[config.mk]
export PLATFORM = sky130hd
export DESIGN_NAME = apb_req_master
export DESIGN_NICKNAME = d
export VERILOG_FILES = /design/src/rtl/apb_req_master.sv
export SDC_FILE = /design/constraint.sdc
export NUM_CORES = 1
export LEC_CHECK = 0
export ABC_CLOCK_PERIOD_IN_PS = 3400
export CORE_UTILIZATION = 30
export DETAILED_ROUTE_END_ITERATION = 7
export PLACE_DENSITY = 0.65
export SLEW_MARGIN = 30
export SYNTH_ARGS = -nofsm -noshare
export SYNTH_HDL_FRONTEND = slang
export SYNTH_SLANG_ARGS = --single-unit
[constraint.sdc]
create_clock -name clk_i -period 3.4 [get_ports clk_i]
set_input_delay 0.34 -clock clk_i [delete_from_list [all_inputs] [get_ports clk_i]]
set_output_delay 0.34 -clock clk_i [all_outputs]
set_load 0.05 [all_outputs]
[src/rtl/apb_req_master.sv]
// APB3 initiator: turns one core-side req/gnt/rvalid request into a SETUP+ACCESS transfer.
// Optional access timeout is compiled in when APB_TIMEOUT_EN is defined.
module apb_req_master #(
  parameter int APB_ADDR_WIDTH = 32,
  parameter int APB_DATA_WIDTH = 32,
  parameter int TIMEOUT_CYCLES = 256
) (
  input  logic                      clk_i,
  input  logic                      rst_i,
  input  logic                      req_i,
  input  logic [APB_ADDR_WIDTH-1:0] addr_i,
  input  logic                      we_i,
  input  logic [APB_DATA_WIDTH-1:0] wdata_i,
  output logic                      gnt_o,
  output logic                      rvalid_o,
  output logic [APB_DATA_WIDTH-1:0] rdata_o,
  output logic                      err_o,
  output logic [APB_ADDR_WIDTH-1:0] paddr_o,
  output logic [APB_DATA_WIDTH-1:0] pwdata_o,
  output logic                      pwrite_o,
  output logic                      psel_o,
  output logic                      penable_o,
  input  logic [APB_DATA_WIDTH-1:0] prdata_i,
  input  logic                      pready_i,
  input  logic                      pslverr_i
);

  typedef enum logic [1:0] {IDLE, SETUP, ACCESS, RESP} state_t;

  // Reject unsupported configurations at elaboration time.
  if (APB_DATA_WIDTH != 32) begin : g_bad_width
    $error("apb_req_master: APB_DATA_WIDTH must be 32");
  end
  if (TIMEOUT_CYCLES < 2) begin : g_bad_timeout
    $error("apb_req_master: TIMEOUT_CYCLES must be >= 2");
  end

  state_t                    state_q, state_d;
  logic [APB_ADDR_WIDTH-1:0] addr_q, addr_d;
  logic [APB_DATA_WIDTH-1:0] wdata_q, wdata_d;
  logic                      we_q, we_d;
  logic [APB_DATA_WIDTH-1:0] rdata_q, rdata_d;
  logic                      err_q, err_d;

`ifdef APB_TIMEOUT_EN
  localparam int CNT_W = $clog2(TIMEOUT_CYCLES + 1);
  logic [CNT_W-1:0] cnt_q, cnt_d;
`endif

  always_comb begin
    state_d = state_q;
    addr_d  = addr_q;
    wdata_d = wdata_q;
    we_d    = we_q;
    rdata_d = rdata_q;
    err_d   = err_q;
    gnt_o   = 1'b0;
`ifdef APB_TIMEOUT_EN
    cnt_d   = cnt_q;
`endif
    case (state_q)
      IDLE: begin
        gnt_o = req_i;
        if (req_i) begin
          addr_d  = addr_i;
          wdata_d = wdata_i;
          we_d    = we_i;
          // Misaligned requests are answered directly, no bus cycle.
          if (addr_i[1:0] != 2'b00) begin
            rdata_d = '0;
            err_d   = 1'b1;
            state_d = RESP;
          end else begin
            state_d = SETUP;
          end
        end
      end
      SETUP: begin
`ifdef APB_TIMEOUT_EN
        cnt_d = '0;
`endif
        state_d = ACCESS;
      end
      ACCESS: begin
        if (pready_i) begin
          rdata_d = we_q ? '0 : prdata_i;
          err_d   = pslverr_i;
          state_d = RESP;
        end
`ifdef APB_TIMEOUT_EN
        else if (cnt_q == CNT_W'(TIMEOUT_CYCLES - 1)) begin
          rdata_d = '0;
          err_d   = 1'b1;
          state_d = RESP;
        end else begin
          cnt_d = cnt_q + 1'b1;
        end
`endif
      end
      RESP: begin
        state_d = IDLE;
      end
      default: begin
        state_d = IDLE;
      end
    endcase
  end

  always_ff @(posedge clk_i or posedge rst_i) begin
    if (rst_i) begin
      state_q <= IDLE;
      addr_q  <= '0;
      wdata_q <= '0;
      we_q    <= 1'b0;
      rdata_q <= '0;
      err_q   <= 1'b0;
    end else begin
      state_q <= state_d;
      addr_q  <= addr_d;
      wdata_q <= wdata_d;
      we_q    <= we_d;
      rdata_q <= rdata_d;
      err_q   <= err_d;
    end
  end

`ifdef APB_TIMEOUT_EN
  always_ff @(posedge clk_i or posedge rst_i) begin
    if (rst_i) begin
      cnt_q <= '0;
    end else begin
      cnt_q <= cnt_d;
    end
  end
`endif

  // Bus strobes decode straight from state so reset drops them without a clock edge.
  assign psel_o    = (state_q == SETUP) || (state_q == ACCESS);
  assign penable_o = (state_q == ACCESS);
  assign rvalid_o  = (state_q == RESP);
  assign paddr_o   = addr_q;
  assign pwdata_o  = wdata_q;
  assign pwrite_o  = we_q;
  assign rdata_o   = rdata_q;
  assign err_o     = err_q;

endmodule

After elaboration in Yosys (flattened, before gate mapping):

Cells that the tools add are included.

* latch bits: 0
* RAM bits: 0
* memories kept: 0
* register bits after elaboration: 100
* memory bits (read-only): 0
* input port bits: 102

* multipliers: 0
* add/subtract/negate cells: 0
* multiplexer cells: 14
* eq/ne operators: 6
* $lt $le $gt $ge: 0
* bitwise operators: 0
* divide/modulo/power cells: 0
* reduce and logical (&&, ||, !) cells: 7
* shift operators: 0

Operators with widths (count)
* $mux W32: 4
* $pmux W32 S2: 1
* $pmux W2 S4: 1
* $mux W2: 3
* $eq A2 B2 Y1 const B: 2
* $mux W1: 4
* $ne A2 B2 Y1 const B: 2
* $reduce_and A2 Y1: 2
* $reduce_and A4 Y1: 1
* $reduce_bool A2 Y1: 2
* $eq A2 B1 Y1 const B: 1
* $logic_not A2 Y1: 1
* $ne A2 B1 Y1 const B: 1
* $pmux W1 S2: 1
* $logic_or A1 B1 Y1: 1

Logic depth before layout (Yosys ltp):

Gate-level depths: netlist of run 1.

* word-level depth: 4
* gate-level depth with buffers: 8
* gate-level depth less buffers: 6

Least setup slack after synthesis of run 1:

No wires, ideal clock.

* path type: register -> register
* start: register state_q[0]
* end: register err_q (netlist: err_o)
* arrival time: 1915 ps
* path slack: 1360 ps
* stages on the path, launching flop included: 6
* setup time: 125 ps
* data required time: 3275 ps
* clock period less this slack: 2040 ps
* buffers on the path: 0
* cells stage by stage: dfrtp_1 inv_1 ha_1 nand2b_4 a221oi_4 mux2_4

* longest elaborated chain between the ends: 3

RTL lines
* start: declaration: line 38 `state_t state_q, state_d;`
* start signal: assignment: line 118 `state_q <= state_d;`
* $eq A2 B2 Y1 (*)
* named net penable_o: line 22 `output logic penable_o,`
* $ne A2 B1 Y1 (no line) or $reduce_bool A2 Y1 (tied branches)
* $reduce_and A4 Y1 (no line)
* end signal: assignment: line 123 `err_q <= err_d;`
* end: declaration: line 43 `logic err_q, err_d;`

The timed path passes the listed nets; every way through them passes the cells marked *.
A chain may end at the register's enable or synchronous reset.

Worst setup path in the final report of run 1:

* start: register state_q[0]
* end: output gnt_o

* longest elaborated chain between the ends: 2

RTL lines
* $logic_not A2 Y1: line 61 `case (state_q)`
* $mux W1: line 61
* end: declaration: line 14 `output logic gnt_o,`

No other way between the ends.

==> results of run 1 <==
## Yosys cell counts (all sizes together)
| master | number |
|---|---|
| nand2b | 2 |
| buf | 11 |
| a21o | 2 |
| o21a | 1 |
| nor2 | 1 |
| o211ai | 1 |
| dfrtp | 100 |
| mux2 | 66 |
| nand2 | 33 |
| nand3 | 2 |
| o21ai | 3 |
| inv | 36 |
| nor2b | 3 |
| a221oi | 1 |
| mux2i | 31 |
| ha | 4 |
| nand4b | 1 |
| clkbuf | 3 |
| a21oi | 1 |
## through the flow
stage               util, %  cells  instance area [um2]  hold slack [ns]  setup WS (ns)
floorplan                 -    302                 4118           0.4776         0.4412
global placement      47.44    671                 6307           0.4886          1.108
detailed placement    47.44    671                 6307           0.4949          1.027
CTS                   49.57    687                 6590           0.4696         0.7380
global route          49.57    687                 6590           0.5030         0.6562
finish                49.57    687                 6590           0.4408         0.7716
## layer usage
layer | share of wire [%] | routed length (um)
met5 | 0 | 0
met4 | 1.9 | 190
met3 | 7.7 | 759
met2 | 49 | 4810
met1 | 42 | 4115
## worst max-delay path by stage
stage / from / end / slack, ns / cells after the start
after global routing: state_q[0]$_DFFE_PP0P_ / gnt_o / 0.66 / 5
final: state_q[0]$_DFFE_PP0P_ / gnt_o / 0.77 / 5
after floorplan: rst_i / err_o$_DFFE_PP0P_ / 0.44 / 1
after CTS: state_q[0]$_DFFE_PP0P_ / gnt_o / 0.74 / 5
after global placement: req_i / paddr_o[6]$_DFFE_PP0P_ / 1.11 / 5
after detailed placement: state_q[0]$_DFFE_PP0P_ / pwdata_o[21]$_DFFE_PP0P_ / 1.03 / 6
## kinds of logic (layout without fill, tap and decap cells)
group | count (synthesis) | in the layout
muxes | 97 | 97
adders and majority gates | 4 | 4
AOI/OAI and AO/OA | 9 | 9
buffers and inverters | 50 | 259
DFF | 100 | 100
and+or+nand+nor | 42 | 42
## flip-flops by register name, indices dropped and copies added, names as in the netlist
| signal | flops |
|---|---|
| err_o | 1 |
| state_q | 2 |
| pwdata_o | 32 |
| paddr_o | 32 |
| rdata_o | 32 |
| pwrite_o | 1 |
## final cells by class
class / instances / area, um2 / area share [%]
Clock inverter: 1 / 5.005 / 0.07594
Clock buffer: 15 / 277.8 / 4.215
Sequential cell: 100 / 2502 / 37.97
Tap cell: 176 / 220.2 / 3.342
Multi-Input combinational cell: 152 / 1373 / 20.83
Timing Repair Buffer: 207 / 2074 / 31.48
Inverter: 36 / 137.6 / 2.088
==> results.json, run 1 <==
{
  "grt_max_degree": 67,
  "slowest_stage_delay_cp_ns": 0.81,
  "placement_rows": 42,
  "critical_path.cell_chain": "inv_1 -> ha_1 -> nand2_1 -> inv_2 -> clkdlybuf4s50_1",
  "avgRoutedWirePerCell_um": 14.38,
  "detailedRoute.firstPassIterationCount": 4,
  "fmax_mhz": 380.5,
  "use_met3_pct": 4.598,
  "met1_usage_pct": 17.29,
  "core_area_um2": 13300,
  "cp_top_family": "buffers and inverters",
  "final_hold_viol_count": 0,
  "timing.final.crit_period_ns": 2.628,
  "htreeDepth": 3,
  "grt_remaining_overflow": 0,
  "most_used_cells_in_the_layout_excluding_fill_and_tap_cells": "sky130_fd_sc_hd__clkdlybuf4s50_1, sky130_fd_sc_hd__dfrtp_1, sky130_fd_sc_hd__mux2_2",
  "final-setup-viol-count": 0,
  "first_global_vias": 3166,
  "floorplan.initialDensity_pct": 30.97,
  "chipHeight_um": 119.2,
  "tritoncts.num_buffers": 9,
  "setup-tns-final_ns": 0,
  "critical_path.slowest_cell": "sky130_fd_sc_hd__clkdlybuf4s50_1",
  "initial_antenna_violation_count": 0,
  "area_growth_syn_to_layout_pct": 60.04,
  "synth-simple-area-share_pct": 4.497,
  "final.setup_skew_ns": 0.005204,
  "slew_headroom_pct": 44.28,
  "cts_tree": "yes",
  "crit_buf_inv": 3,
  "worst_skew_pair.late_latency_ns": 0.34,
  "synth_fa_ha_area_share_pct": 1.215,
  "cp.required_ns": 3.06,
  "cts_repair_resize_count": 0,
  "max_fanout_on_critical_path": 8,
  "grt_first_pass_wirelength_um": 15730,
  "clk_pin_slew_ns": 0.06,
  "post_route_antenna_net_violation_count": 0,
  "setup_slack_reg_to_reg_ns": 1.04,
  "port-buffer-count": 203,
  "post_synth_xor_area_fraction_pct": 0,
  "timing.rr.start": "state_q[0]$_DFFE_PP0P_",
  "synth_fp_nets": 408,
  "clk_root_buffer_cell": "sky130_fd_sc_hd__clkbuf_16",
  "numClockSinks": 100,
  "hold_path.class": "in2async",
  "critical_path_arrival_ns": 2.29,
  "worst_r2r_path_depth": 6,
  "syn_area_um2": 4118,
  "cts_max_path_buffers": 2,
  "outcome": "finished clean",
  "gp_congestion": 0.7542,
  "groute.layer.met2.usage_pct": 23.36,
  "cts_post_setup_buffers_inserted": 0,
  "share_of_the_clock_period_used_by_the_worst_path_pct": 77.31,
  "die_width_um": 119.2,
  "ioPinCount": 204,
  "place_hpwl_um": 7142,
  "nFillCells": 1189,
  "synth_top_area_cells": "sky130_fd_sc_hd__dfrtp_1, sky130_fd_sc_hd__mux2_2, sky130_fd_sc_hd__mux2i_1, sky130_fd_sc_hd__inv_1, sky130_fd_sc_hd__nand2_1",
  "critPathLaunchType": "flip-flop",
  "worstSetupPathType": "reg2out",
  "yosys.area.top_type_share_pct": 60.77,
  "design.final.nets": 612,
  "grt_use_total_pct": 14.34,
  "synth.ff_latch_count": 100,
  "layout_commonest_cell": "sky130_fd_sc_hd__clkdlybuf4s50_1",
  "n_antenna_cell": 0,
  "detail_route.iter0.violations": 56,
  "netlist-cell-type-count": 25,
  "share_of_synthesized_area_occupied_by_flip_flops_and_latches_pct": 60.77,
  "timing_max_transition_violations_final": 0,
  "synth_top_family_by_area": "multiplexers",
  "critical_path.reg2reg.endpoint": "pwdata_o[21]$_DFFE_PP0P_",
  "maxCapViolCount": 0,
  "vias": 2909,
  "die_area_um2": 14200,
  "synth_area_per_cell_um2": 13.63,
  "ctsHoldBuffers": 0,
  "ys_warn_count": 0,
  "route.detailed.drc": 0,
  "yosys-mux-area-fraction_pct": 25.68,
  "tightestPinTransition_ns": 0.8357,
  "post_route_cells_drive_above_1_share_pct": 17.42,
  "synthCells": 302,
  "detail_route.vias_per_cell": 4.234,
  "kind_of_end_point_of_the_critical_path": "output pin",
  "drt_wl_total_um": 9876,
  "yosysTopAreaCell": "sky130_fd_sc_hd__dfrtp_1",
  "synth_compound_gate_area_share_pct": 1.884,
  "grt_setup_unrepaired": "false",
  "busiest_layer": "met2"
}
Power of run 1 is left out: the tool's default activity adds up to more than one toggle a clock period on the data nets, which glitch-free logic cannot reach.
==> run 2: changes to the inputs <==
ABC_CLOCK_PERIOD_IN_PS = 2550   (was 3400)
clock period = 2.55 ns   (was 3.4 ns; I/O delays follow)
==> results.json, run 2 (same netlist as run 1, synthesis figures left out) <==
{
  "gp_congestion": 0.7145,
  "layout_commonest_cell": "sky130_fd_sc_hd__clkdlybuf4s50_1",
  "area_growth_syn_to_layout_pct": 61.29,
  "grt_setup_unrepaired": "false",
  "cts_repair_resize_count": 0,
  "initial_antenna_violation_count": 0,
  "timing_max_transition_violations_final": 0,
  "final.setup_skew_ns": 0.004308,
  "critical_path.reg2reg.endpoint": "err_o$_DFFE_PP0P_",
  "vias": 2959,
  "worst_skew_pair.late_latency_ns": 0.34,
  "hold_path.class": "in2async",
  "kind_of_end_point_of_the_critical_path": "output pin",
  "clockPowerShare_pct": 12.8,
  "final-setup-viol-count": 0,
  "pwr-share-comb_pct": 60.8,
  "final_hold_viol_count": 0,
  "chipHeight_um": 119.2,
  "die_width_um": 119.2,
  "die_area_um2": 14200,
  "most_used_cells_in_the_layout_excluding_fill_and_tap_cells": "sky130_fd_sc_hd__clkdlybuf4s50_1, sky130_fd_sc_hd__dfrtp_1, sky130_fd_sc_hd__mux2_2",
  "cts_tree": "yes",
  "setup_slack_reg_to_reg_ns": 0.47,
  "place_hpwl_um": 7264,
  "grt_max_degree": 101,
  "grt_first_pass_wirelength_um": 16660,
  "p_switching_mw": 5.028,
  "pwr_density_cell_nw_per_um2": 1592,
  "post_route_cells_drive_above_1_share_pct": 18.04,
  "power.static_leakage_nw": 2.730,
  "fmax_mhz": 430.7,
  "first_global_vias": 3232,
  "clk_pin_slew_ns": 0.07,
  "route.detailed.drc": 0,
  "numClockSinks": 100,
  "clk_root_buffer_cell": "sky130_fd_sc_hd__clkbuf_16",
  "max_fanout_on_critical_path": 47,
  "critPathLaunchType": "flip-flop",
  "cts_post_setup_buffers_inserted": 0,
  "critical_path_arrival_ns": 2.07,
  "share_of_the_clock_period_used_by_the_worst_path_pct": 91.06,
  "post_route_antenna_net_violation_count": 0,
  "slew_headroom_pct": 60.85,
  "floorplan.initialDensity_pct": 30.97,
  "drt_wl_total_um": 10010,
  "nFillCells": 1158,
  "maxCapViolCount": 0,
  "worstSetupPathType": "reg2out",
  "grt_remaining_overflow": 0,
  "htreeDepth": 3,
  "setup-tns-final_ns": 0,
  "port-buffer-count": 203,
  "timing.rr.start": "state_q[0]$_DFFE_PP0P_",
  "ctsHoldBuffers": 0,
  "cts_max_path_buffers": 2,
  "n_antenna_cell": 0,
  "worst_ir_drop_vdd_mv": 0.7315,
  "power.share.switching_pct": 47.57,
  "grt_use_total_pct": 15.20,
  "worst_r2r_path_depth": 6,
  "detail_route.vias_per_cell": 4.313,
  "timing.final.crit_period_ns": 2.322,
  "tightestPinTransition_ns": 0.5855,
  "detailedRoute.firstPassIterationCount": 3,
  "seqPwrFrac_pct": 26.4,
  "design.final.nets": 613,
  "cellInternalPower_mw": 5.542,
  "outcome": "finished clean",
  "tritoncts.num_buffers": 9,
  "power_mw": 10.57,
  "avgRoutedWirePerCell_um": 14.59,
  "ioPinCount": 204,
  "placement_rows": 42,
  "detail_route.iter0.violations": 82,
  "cp.required_ns": 2.30,
  "core_area_um2": 13300
}
## run 2: worst max-delay path: stages (launching register included)
cell and delay [ns]:
sky130_fd_sc_hd__dfrtp_1 0.38, sky130_fd_sc_hd__inv_1 0.12, sky130_fd_sc_hd__ha_1 0.34, sky130_fd_sc_hd__nand2_1 0.18
sky130_fd_sc_hd__inv_2 0.22, sky130_fd_sc_hd__buf_12 0.29, sky130_fd_sc_hd__buf_12 0.18
## run 2: cell type report
type | count | area (um2) | area share (%)
clock buffer | 10 | 239.0 | 3.598
clock inverter | 4 | 51.30 | 0.7724
inverter | 36 | 138.9 | 2.091
multi-input combinational | 152 | 1373 | 20.67
sequential | 100 | 2502 | 37.68
tap | 176 | 220.2 | 3.316
timing repair buffer | 208 | 2117 | 31.88
## run 2: how the worst max path moves through the flow
stage	startpoint	end	cells after the start
after floorplan	state_q[0]$_DFFE_PP0P_	err_o$_DFFE_PP0P_	5
after global placement	state_q[0]$_DFFE_PP0P_	err_o$_DFFE_PP0P_	6
after detailed placement	state_q[0]$_DFFE_PP0P_	err_o$_DFFE_PP0P_	6
after CTS	state_q[0]$_DFFE_PP0P_	gnt_o	6
after global routing	state_q[0]$_DFFE_PP0P_	gnt_o	6
final	state_q[0]$_DFFE_PP0P_	gnt_o	6
## run 2: power by group through the flow
stage	clock network, mW	logic, mW	registers, mW
after global routing	1.48	6.72	2.91
after CTS	1.42	6.50	2.81
after floorplan	0	1.72	5.47
final	1.35	6.43	2.79
after detailed placement	0	6.49	2.82
after global placement	0	6.42	2.79
## run 2: per-stage QoR
step	hold WS [ns]	cells	area, um2	setup WS, ns	util, %
3_5_place_dp	0.4944	672	6351	0.4688	47.77
2_1_floorplan	0.3926	302	4121	0.5101	-
4_1_cts	0.4328	686	6641	0.1713	49.95
5_1_grt	0.4585	686	6641	0.03014	49.95
6_report	0.4135	686	6641	0.2280	49.95
3_3_place_gp	0.4903	672	6351	0.5163	47.77
## run 2: layer usage
metal	share of wire (%)	track usage (%)	wire, um
met4	1.4	5.063	144
met2	49	24.67	4908
met1	41	18.07	4111
met5	0	0	0
met3	8.4	6.370	845
(Power assumes the default switching activity.)
==> run 3: changes to the inputs <==
CTS_BUF_LIST = sky130_fd_sc_hd__clkbuf_4 sky130_fd_sc_hd__clkbuf_8   (was not set)
==> results.json, run 3 (same netlist as run 1, synthesis figures left out) <==
{
  "outcome": "finished clean",
  "timing.rr.start": "state_q[0]$_DFFE_PP0P_",
  "clk_root_buffer_cell": "sky130_fd_sc_hd__clkbuf_8",
  "die_area_um2": 14200,
  "grt_setup_unrepaired": "false",
  "design.final.nets": 613,
  "busiest_layer": "met2",
  "grt_max_degree": 101,
  "vias": 2958,
  "detailed_place.area_um2": 6351,
  "route.detailed.drc": 0,
  "post_route_antenna_net_violation_count": 0,
  "most_used_cells_in_the_layout_excluding_fill_and_tap_cells": "sky130_fd_sc_hd__clkdlybuf4s50_1, sky130_fd_sc_hd__dfrtp_1, sky130_fd_sc_hd__mux2_2",
  "final.setup_skew_ns": 0.006885,
  "maxCapViolCount": 0,
  "final_hold_viol_count": 0,
  "n_antenna_cell": 0,
  "power.static_leakage_nw": 2.683,
  "cts_tree": "yes",
  "setup-tns-final_ns": 0,
  "clk_pin_slew_ns": 0.09,
  "hold_path.class": "in2async",
  "area_growth_syn_to_layout_pct": 58.89,
  "use_met3_pct": 6.513,
  "timing.final.crit_period_ns": 2.245,
  "detail_route.vias_per_cell": 4.312,
  "htreeDepth": 3,
  "final.setup.worst_slack_ns": 0.3055,
  "chipHeight_um": 119.2,
  "worst_ir_drop_vdd_mv": 0.7297,
  "share_of_the_clock_period_used_by_the_worst_path_pct": 88.02,
  "cp_top_family": "buffers and inverters",
  "grt_use_total_pct": 15.11,
  "floorplan.initialDensity_pct": 30.97,
  "ctsHoldBuffers": 0,
  "pwr_density_cell_nw_per_um2": 1563,
  "avgRoutedWirePerCell_um": 14.57,
  "cts_post_setup_buffers_inserted": 0,
  "path_depth": 6,
  "tritoncts.num_buffers": 9,
  "core_area_um2": 13300,
  "critical_path.reg2reg.endpoint": "err_o$_DFFE_PP0P_",
  "final-setup-viol-count": 0,
  "timing_max_transition_violations_final": 0,
  "worst_r2r_path_depth": 6,
  "finalInstanceArea_um2": 6543,
  "slew_headroom_pct": 60.70,
  "slowest_stage_delay_cp_ns": 0.39,
  "critical_path_arrival_ns": 1.99,
  "die_width_um": 119.2,
  "met1_usage_pct": 18.04,
  "worstSetupPathType": "reg2out",
  "port-buffer-count": 203,
  "final_cell_count_no_fill": 686,
  "layout_commonest_cell": "sky130_fd_sc_hd__clkdlybuf4s50_1",
  "critPathLaunchType": "flip-flop",
  "place_hpwl_um": 7264,
  "placement_rows": 42,
  "placed_cells": 672,
  "critPathMostFrequentCell": "sky130_fd_sc_hd__buf_12",
  "grt_remaining_overflow": 0,
  "crit_buf_inv": 4,
  "tightestPinTransition_ns": 0.5877,
  "cts_max_path_buffers": 2,
  "cp.required_ns": 2.30,
  "power_mw": 10.23,
  "worst_skew_pair.late_latency_ns": 0.37,
  "place_ws_ns": 0.4688,
  "final.hold.worst_slack_ns": 0.3820,
  "gp_congestion": 0.7145,
  "max_fanout_on_critical_path": 47,
  "setup_slack_reg_to_reg_ns": 0.56,
  "initial_antenna_violation_count": 0,
  "numClockSinks": 100,
  "ioPinCount": 204,
  "first_global_vias": 3227,
  "drt_wl_total_um": 9995,
  "final_core_utilization_pct": 49.21,
  "kind_of_end_point_of_the_critical_path": "output pin",
  "detailedRoute.firstPassIterationCount": 3,
  "critical_path.slowest_cell": "sky130_fd_sc_hd__dfrtp_1",
  "groute.layer.met2.usage_pct": 24.71,
  "fmax_mhz": 445.5,
  "grt_first_pass_wirelength_um": 16600,
  "post_route_cells_drive_above_1_share_pct": 18.24,
  "detail_route.iter0.violations": 102,
  "critical_path.cell_chain": "inv_1 -> ha_2 -> nand2_1 -> inv_2 -> buf_12 -> buf_12"
}
## run 3: changes by cell type in the layout (fill, tap and decap cells not counted)
cell                        change
sky130_fd_sc_hd__clkbuf_16      -9
sky130_fd_sc_hd__clkbuf_8       +9
sky130_fd_sc_hd__ha_1           -1
sky130_fd_sc_hd__ha_2           +1
## run 3: layout make-up
type | instances | area (um2)
fillers | 1171 | 6753
flip-flops and latches | 100 | 2502
repair buffers | 208 | 2117
multi-input cells | 152 | 1375
well taps | 176 | 220.2
inverters | 36 | 138.9
clock buffers | 10 | 137.6
clock inverters | 4 | 51.30
## run 3: per-layer routing
| layer | vias to the layer above | wire length, um |
|---|---|---|
| met5 | - | 0 |
| met4 | 0 | 111 |
| met3 | 8 | 848 |
| met2 | 114 | 4943 |
| met1 | 1440 | 4092 |
| li1 | 1396 | - |
## run 3: timing repair
action / in CTS / in global routing
resized for setup: 0 / 1
setup endpoints to repair: 0 / 1
hold endpoints to repair: 0 / 0
## run 3: report_power, final
group	switching, mW	internal [mW]
logic	4.03	2.40
clock network	0.539	0.470
registers	0.419	2.37
total	4.99	5.23
## run 3: worst min-delay path, stage by stage
cell,delay [ns]
sky130_fd_sc_hd__clkdlybuf4s50_1,0.44
sky130_fd_sc_hd__clkinvlp_4,0.09
sky130_fd_sc_hd__buf_12,0.41
## run 3: how the worst max path moves through the flow
stage | startpoint | endpoint | slack (ns)
2_1_floorplan | state_q[0]$_DFFE_PP0P_ | err_o$_DFFE_PP0P_ | 0.51
3_3_place_gp | state_q[0]$_DFFE_PP0P_ | err_o$_DFFE_PP0P_ | 0.52
3_5_place_dp | state_q[0]$_DFFE_PP0P_ | err_o$_DFFE_PP0P_ | 0.47
4_1_cts | state_q[0]$_DFFE_PP0P_ | gnt_o | 0.13
5_1_grt | state_q[0]$_DFFE_PP0P_ | gnt_o | 0.09
6_report | state_q[0]$_DFFE_PP0P_ | gnt_o | 0.31
